### src/rtl/cpu_pkg.sv
// Shared definitions for the 16-bit single-cycle CPU: word width,
// opcode constants used by fetch and the control unit, fetch FSM states.
package cpu_pkg;

    localparam int WORD_W = 16;

    localparam logic [3:0] OP_ADD  = 4'b0001;
    localparam logic [3:0] OP_HALT = 4'b0111;
    localparam logic [3:0] OP_BNE  = 4'b1110;
    localparam logic [3:0] OP_BEQ  = 4'b1111;

    typedef enum logic [1:0] {
        FS_IDLE   = 2'd0,
        FS_RUN    = 2'd1,
        FS_HALTED = 2'd2
    } fetch_state_t;

    // Branch displacement in bytes: signed word offset doubled.
    function automatic logic [WORD_W-1:0] branch_offset(input logic [7:0] imm);
        return {{7{imm[7]}}, imm, 1'b0};
    endfunction

endpackage

### src/rtl/instruction_memory.sv
// Instruction store: synchronous write port for program loading,
// asynchronous read port for zero-latency fetch. Contents survive reset.
module instruction_memory
    import cpu_pkg::*;
#(
    parameter int DEPTH = 128,
    parameter int AW    = $clog2(DEPTH)
) (
    input  logic              i_clk,
    input  logic              i_we,
    input  logic [AW-1:0]     i_waddr,
    input  logic [WORD_W-1:0] i_wdata,
    input  logic [AW-1:0]     i_raddr,
    output logic [WORD_W-1:0] o_rdata
);

    logic [WORD_W-1:0] r_mem [DEPTH];

    // Program load write
    always_ff @(posedge i_clk) begin
        if (i_we) r_mem[i_waddr] <= i_wdata;
    end

    assign o_rdata = r_mem[i_raddr];

endmodule

### src/rtl/instruction_fetch.sv
// Fetch stage: PC register, branch resolution, run/halt control,
// retire counter and out-of-range fault detection.
module instruction_fetch
    import cpu_pkg::*;
#(
    parameter int          IMEM_DEPTH = 128,
    parameter logic [15:0] RESET_PC   = 16'h0000
) (
    input  logic                          i_Clock,
    input  logic                          i_Reset,
    input  logic                          i_Start,
    input  logic                          i_LoadEn,
    input  logic [$clog2(IMEM_DEPTH)-1:0] i_LoadAddr,
    input  logic [WORD_W-1:0]             i_LoadData,
    input  logic                          i_Branch,
    input  logic                          i_Zero,
    output logic [WORD_W-1:0]             o_PC,
    output logic [WORD_W-1:0]             o_Instruction,
    output logic [3:0]                    o_Opcode,
    output logic                          o_InstrValid,
    output logic                          o_Halted,
    output logic                          o_Fault,
    output logic [15:0]                   o_RetireCount
);

    localparam int AW = $clog2(IMEM_DEPTH);

    fetch_state_t      r_state, w_next_state;
    logic [WORD_W-1:0] r_pc;
    logic [15:0]       r_retire;
    logic              r_fault;

    logic [WORD_W-1:0] w_rdata, w_instr, w_pc_seq, w_next_pc;
    logic [3:0]        w_opcode;
    logic              w_in_range, w_run, w_taken, w_is_halt, w_load_we;

    // Word index beyond the array means the PC ran off the program
    assign w_in_range = ({1'b0, r_pc[15:1]} < 16'(IMEM_DEPTH));
    assign w_run      = (r_state == FS_RUN);
    assign w_instr    = w_in_range ? w_rdata : '0;
    assign w_opcode   = w_instr[15:12];
    assign w_is_halt  = (w_opcode == OP_HALT);

    // BEQ comes in via Branch; BNE is decoded here since control drives Branch=0 for it
    assign w_taken   = (i_Branch & i_Zero) | ((w_opcode == OP_BNE) & ~i_Zero);
    assign w_pc_seq  = r_pc + 16'd2;
    assign w_next_pc = w_taken ? (w_pc_seq + branch_offset(w_instr[7:0])) : w_pc_seq;

    instruction_memory #(.DEPTH(IMEM_DEPTH), .AW(AW)) u_imem (
        .i_clk   (i_Clock),
        .i_we    (w_load_we),
        .i_waddr (i_LoadAddr),
        .i_wdata (i_LoadData),
        .i_raddr (r_pc[AW:1]),
        .o_rdata (w_rdata)
    );

    // FSM state register
    always_ff @(posedge i_Clock or posedge i_Reset) begin
        if (i_Reset) r_state <= FS_IDLE;
        else         r_state <= w_next_state;
    end

    // FSM next-state: leave RUN on HALT fetch or on running off the memory
    always_comb begin
        w_next_state = r_state;
        case (r_state)
            FS_IDLE:   if (i_Start) w_next_state = FS_RUN;
            FS_RUN:    if (!w_in_range || w_is_halt) w_next_state = FS_HALTED;
            FS_HALTED: w_next_state = FS_HALTED;
            default:   w_next_state = FS_IDLE;
        endcase
    end

    // FSM outputs: status flags and load gating
    always_comb begin
        o_InstrValid = 1'b0;
        o_Halted     = 1'b0;
        w_load_we    = 1'b0;
        case (r_state)
            FS_IDLE:   w_load_we    = i_LoadEn;
            FS_RUN:    o_InstrValid = w_in_range;
            FS_HALTED: o_Halted     = 1'b1;
            default:   ;
        endcase
    end

    // PC advances every RUN edge except on HALT or out-of-range fetch
    always_ff @(posedge i_Clock or posedge i_Reset) begin
        if (i_Reset)                            r_pc <= RESET_PC;
        else if (w_run && w_in_range && !w_is_halt) r_pc <= w_next_pc;
    end

    // Retire counter: every real instruction executed in RUN, HALT included
    always_ff @(posedge i_Clock or posedge i_Reset) begin
        if (i_Reset)                  r_retire <= '0;
        else if (w_run && w_in_range) r_retire <= r_retire + 16'd1;
    end

    // Sticky fault once the PC leaves the instruction memory in RUN
    always_ff @(posedge i_Clock or posedge i_Reset) begin
        if (i_Reset)                   r_fault <= 1'b0;
        else if (w_run && !w_in_range) r_fault <= 1'b1;
    end

    assign o_PC          = r_pc;
    assign o_Instruction = w_instr;
    assign o_Opcode      = w_opcode;
    assign o_Fault       = r_fault;
    assign o_RetireCount = r_retire;

endmodule
### config.mk
export PLATFORM = sky130hd
export DESIGN_NAME = instruction_fetch
export DESIGN_NICKNAME = d
export VERILOG_FILES = /design/src/rtl/cpu_pkg.sv /design/src/rtl/instruction_memory.sv /design/src/rtl/instruction_fetch.sv
export SDC_FILE = /design/constraint.sdc
export NUM_CORES = 2
export LEC_CHECK = 0
export CAP_MARGIN = 20
export CORE_MARGIN = 4
export CORE_UTILIZATION = 55
export CTS_BUF_LIST = sky130_fd_sc_hd__clkbuf_2 sky130_fd_sc_hd__clkbuf_4 sky130_fd_sc_hd__clkbuf_8
export CTS_CLUSTER_SIZE = 25
export DETAILED_ROUTE_END_ITERATION = 10
export MAX_ROUTING_LAYER = met4
export PLACE_DENSITY = 0.68
export SLEW_MARGIN = 40
export SYNTH_ARGS = -nofsm -noshare
export SYNTH_HDL_FRONTEND = slang
export SYNTH_HIERARCHICAL = 1
export SYNTH_SLANG_ARGS = --single-unit
export TNS_END_PERCENT = 20
### constraint.sdc
create_clock -name i_Clock -period 6.8 [get_ports i_Clock]
set_input_delay 1.36 -clock i_Clock [delete_from_list [all_inputs] [get_ports i_Clock]]
set_output_delay 1.36 -clock i_Clock [all_outputs]
set_load 0.005 [all_outputs]
# Yosys cells after proc, flatten, opt, wreduce, memory -nomap -nowiden

Memory sizes are Yosys's and may differ from the RTL's.
Cells that the tools add are included.

Register bits after elaboration: 35
RAM bits: 2,048
Input port bits: 29
Memories: 1

$add $sub $neg: 3
Order comparisons: 1
Equality and inequality tests: 6
Muxes and demuxes: 10
Bitwise logic cells: 4
Reductions and logical operators: 8

Memories:

| name         | depth | bits a word | read ports | clocked after Yosys merged registers in | write ports | line                     | text |
|---|---|---|---|---|---|---|---|
| u_imem.r_mem | 128   | 16          | 1          | 0                                       | 1           | instruction_memory.sv:17 | `logic [WORD_W-1:0] r_mem [DEPTH];` |

Operator list:

| operator                | count |
|---|---|
| $mux W16                | 2 |
| $add A16 B1 Y16 const B | 1 |
| $add A16 B16 Y16        | 1 |
| $add A16 B2 Y16 const B | 1 |
| $lt A15 B8 Y1 const B   | 1 |
| $pmux W2 S3             | 1 |
| $mux W1                 | 5 |
| $eq A4 B3 Y1 const B    | 1 |
| $eq A4 B4 Y1 const B    | 1 |
| $mux W2                 | 2 |
| $logic_and A1 B1 Y1     | 3 |
| $and A1 B1 Y1           | 2 |
| $eq A2 B1 Y1 const B    | 1 |
| $eq A2 B2 Y1 const B    | 1 |
| $logic_not A1 Y1        | 2 |
| $logic_not A2 Y1        | 1 |
| $ne A2 B1 Y1 const B    | 1 |
| $ne A2 B2 Y1 const B    | 1 |
| $reduce_and A2 Y1       | 1 |
| $logic_or A1 B1 Y1      | 1 |
| $not A1 Y1              | 1 |
| $or A1 B1 Y1            | 1 |

# Longest topological paths before layout

Depth in word-level cells: 6
Depth in mapped cells: 18

# Cells and area by module

Netlist, hierarchy kept.

By module, submodules not included:

| module             | times used | cells an instance | area each (um2) | seq. area each (um2) |
|---|---|---|---|---|
| instruction_memory | 1          | 3,070             | 78,202.5        | 61,499.0 |
| instruction_fetch  | 1          | 291               | 2,646.3         | 850.8 |

# Worst setup path after synthesis

OpenSTA, ideal clock, no wires.

Path type: flip-flop to flip-flop
Start point: register r_pc[1], in the netlist o_PC[1]
End point: register r_pc[13], in the netlist o_PC[13]
Library setup time: 64 ps
Arrival time: 5,126 ps
Required time: 6,736 ps
Setup slack: 1,610 ps
Stages on the path, launching flop included: 18
Path buffers: 2
Clock period less this slack: 5,190 ps
Cells stage by stage: dfrtp_1 -> buf_2 -> buf_1 -> mux4_2 -> mux4_2 -> mux4_2 -> mux2_2 -> and3_1 -> ha_1 -> fa_1 -> a21o_1 -> o2111ai_1 -> maj3_2 -> a32oi_1 -> a221oi_2 -> o21ai_2 -> nor3b_1 -> a211o_1

Elaborated cells on any way between the ends: 13
Those cells by class: 2 x add/sub; 1 x order compare; 2 x eq/ne; 2 x mux; 2 x bitwise; 3 x reduce/logical; 1 x memory

RTL lines:

| what                     | line                    | text |
|---|---|---|
| start: declaration       | instruction_fetch.sv:29 | `logic [WORD_W-1:0] r_pc;` |
| start signal: assignment | instruction_fetch.sv:91 | `else if (w_run && w_in_range && !w_is_halt) r_pc <= w_next_pc;` |
| $mem_v2 Z128 W16         | -                       |  |
| via w_rdata[0]           | instruction_fetch.sv:33 | `logic [WORD_W-1:0] w_rdata, w_instr, w_pc_seq, w_next_pc;` |
| $mux W16                 | instruction_fetch.sv:40 | `assign w_instr = w_in_range ? w_rdata : '0;` |
| via o_Instruction[0]     | instruction_fetch.sv:18 | `output logic [WORD_W-1:0] o_Instruction,` |
| $add A16 B16 Y16         | instruction_fetch.sv:47 | `assign w_next_pc = w_taken ? (w_pc_seq + branch_offset(w_instr[7:0])) : w_pc_seq;` |
| $mux W16                 | instruction_fetch.sv:47 |  |

The timed path passes the listed nets, and every way through them passes these cells.
A chain may end at the register's enable or synchronous reset.

# Final worst setup path

Start point: register r_pc[3], in the netlist o_PC[3]
End point: output o_Instruction[4]

Cells in the longest elaborated chain, start to end: 2
Elaborated cells on any way between the ends: 3
Those cells by class: 1 x order compare; 1 x mux; 1 x memory

RTL lines:

| what             | line |
|---|---|
| $mem_v2 Z128 W16 | - |
| via w_rdata[4]   | instruction_fetch.sv:33 |
| $mux W16         | instruction_fetch.sv:40 |
| end: declaration | instruction_fetch.sv:18 |

The timed path passes the listed nets, and every way through them passes these cells.

==> impl_metrics.py <==
metrics = {
    "die": {
        "boundaryPins": 84,
        "rows": 140,
        "core_area_um2": 146000,
        "dieHeight_um": 391,
        "start_util_pct": 55.4,
        "dieArea_um2": 153000,
        "die_w_um": 391,
    },
    "critical_path": {
        "worstSetupEndpointType": "primary output",
        "r2r-end": "o_PC[13]",
        "critPathRequiredTime_ns": 5.44,
        "start_kind": "flop",
        "r2r_cells": 16,
        "cpMostUsedCell": "mux4_2",
        "crit_arrival_ns": 5.24,
        "path_class": "flop to primary output",
        "crit_fanout": 40,
        "slowest_stage": "dfrtp_4",
        "reg2reg_from": "o_PC[1]",
        "cp_cell_sequence": "buf_12 -> buf_4 -> mux4_2 -> mux4_2 -> mux4_2 -> mux2_2 -> nand3_1 -> inv_1 -> clkdlybuf4s50_1",
        "regToRegSetupSlack_ns": 1.09,
        "max_stage_delay_ns": 0.71,
    },
    "timing": {
        "fin_crit_ns": 6.60,
        "setup_viol": 0,
        "finalSetupTns_ns": 0,
        "relSlewSlack_pct": 37.9,
        "rsz0062_at_grt": "no",
        "fin_skew_ns": 0.0652,
        "worst_pin_slew_ns": 0.929,
        "fmax_ghz": 0.151,
        "layout_worst_path_cycle_share_pct": 97.1,
        "hold_viol": 0,
        "slew_violations": 0,
    },
    "logic_synthesis": {
        "synth_ff_type": "edfxtp_1",
        "synthCells": 3361,
        "syn_nets": 3406,
        "yosysWarnings": 6,
        "synth_edf_count": 2048,
        "yosysSeqAreaShare_pct": 77.1,
        "synth-seq-cells": 2082,
        "ys_types": 72,
        "synthArstFlopShare_pct": 1.63,
        "synth_area_um2": 80800,
        "postSynthAreaPerCell_um2": 24.1,
    },
    "layout": {
        "multiInputGateArea_um2": 17700,
        "final_cell_mix": "edfxtp_1, mux4_2, clkbuf_8",
        "n_fill_cell": 9528,
        "seqCellArea_um2": 62400,
        "nets": 3881,
        "final_common_cell": "edfxtp_1",
        "drive_above_1_share_pct": 36.4,
        "area_delta_synth_final_pct": 13.4,
    },
    "min_path": {
        "hold_class": "flop to flop",
        "holdCritStartpoint": "o_RetireCount[15]",
        "hold_depth": 1,
        "hold_path_end": "o_RetireCount[15]",
    },
    "detailed_routing": {
        "route.detailed.drc": 0,
        "antenna_left": 0,
        "vias": 38400,
        "drtIter0Drc": 4881,
        "drtPass1Iterations": 6,
        "drt-vias-per-instance": 6.41,
        "wirelength_um": 198000,
        "wl_per_cell_um": 33.0,
    },
    "outcome": {
        "status": "finished clean",
    },
    "global_route": {
        "grt_pass1_wl_um": 284000,
        "grt_pass1_vias": 39600,
        "overflow": 0,
        "grt_antenna_before_repair": 17,
        "grt_max_degree": 129,
        "grt_usage_pct": 27.1,
    },
    "power": {
        "p_per_area_nw_per_um2": 386,
        "power.total_w": 0.0354,
        "p_leak_nw": 28.9,
        "peakVddDrop_mv": 0.277,
    },
    "cts": {
        "clk_pin_slew_ns": 0.07,
        "ctsRootBufferMaster": "clkbuf_8",
        "cts.path.max_buffers": 4,
        "cts.sinks": 2082,
        "h-tree-depth": 5,
        "cts_tree": "yes",
        "cts_buffers": 342,
        "insertion_delay_ns": 1.00,
    },
    "placement": {
        "gp_congestion": 0.927,
        "dp_hpwl_um": 118000,
        "io_buffers": 82,
    },
    "flow_run": {
        "drv_cap": 0,
    },
}
[registers in the layout, summed over array words and instances (netlist names)]
name / cells
o_Fault: 1
o_PC: 15
o_RetireCount: 16
r_state: 2
u_imem/r_mem: 2048
[stage by stage]
stage | hold slack, ns | setup slack [ns] | util, % | cell area, µm² | std cells
6_report | 0.480 | 0.196 | 62.8 | 91700 | 5991
5_1_grt | 0.496 | 0.00609 | 62.8 | 91700 | 5988
4_1_cts | 0.481 | 0.0172 | 62.8 | 91600 | 5980
3_5_place_dp | 0.461 | 1.07 | 58.5 | 85300 | 5408
3_3_place_gp | 0.454 | 1.12 | 58.4 | 85300 | 5408
2_1_floorplan | 0.459 | 1.61 | - | 80800 | 3361
[synthesized netlist by cell type, types with 5 or more instances]
cell,number,area (µm²)
a21o_1,5,37.5
a21oi_1,14,70.1
and3_1,13,81.3
buf_1,28,105
buf_2,52,260
buf_4,8,60.1
clkbuf_1,86,323
dfrtp_1,34,851
edfxtp_1,2048,61500
ha_1,15,188
inv_1,11,41.3
mux2_2,16,180
mux4_2,672,15100
nand2_1,41,154
nand3_1,28,140
nand4_1,9,56.3
nor2_1,141,529
nor2b_1,8,50.1
nor3_1,11,55.1
o21ai_0,15,75.1
xnor2_1,22,193
xor2_1,12,105
[how the worst max path moves through the flow]
stage / startpoint / endpoint / slack [ns] / depth (start not counted)
floorplan: o_PC[1] / o_PC[13] / 1.61 / 17
global placement: o_PC[1] / o_Instruction[4] / 1.12 / 9
detailed placement: o_PC[1] / o_Instruction[4] / 1.07 / 9
CTS: o_PC[1] / o_Instruction[4] / 0.02 / 9
global route: o_PC[1] / o_Instruction[4] / 0.006 / 9
finish: o_PC[3] / o_Instruction[4] / 0.20 / 9
[cell type report]
type,instances,area share (%)
Sequential cell,2082,68.0
Multi-Input combinational cell,1087,19.3
Clock buffer,450,6.05
Timing Repair Buffer,310,3.07
Tap cell,1917,2.62
Clock inverter,122,0.823
Inverter,13,0.0614
Antenna cell,10,0.0273
[worst max-delay path, delay by kind of cell, from the launching register on]
kind,cells,cell delay (ns)
flip-flops,1,0.71
AND/OR/NAND/NOR,1,0.17
buffers and inverters,4,1.39
multiplexers,4,1.86
[repair_timing]
item | CTS | global route
endpoints found under the setup margin | 1 | 1
hold buffers | 0 | 0
setup buffers | 0 | 0
gates resized for setup | 1 | 1
[routing by layer]
metal  wire, µm  track usage [%]
met4       6340             8.66
met2      99200             42.7
met1      74700             36.3
met5          0                -
met3      17300             5.55
[where the power goes]
part / switching, W / total (W) / internal [W] / leakage, nW
Clock: 0.00468 / 0.0103 / 0.00561 / 3.33
Combinational: 0.00551 / 0.0106 / 0.00512 / 6.76
Sequential: 0.000298 / 0.0145 / 0.0142 / 18.8
[cells by family (layout without fill, tap and decap cells)]
family	count (synthesis)	count (layout)	synth area share, %
flops	2082	2082	77.1
mux	690	690	19.0
simple gates	284	284	1.66
buf+inv	192	895	1.06
compound gates	58	58	0.497
xor+xnor	36	36	0.409
fa+ha+maj	18	18	0.283
other cells	1	11	0.00464
Power figures use the tool's default switching activity.
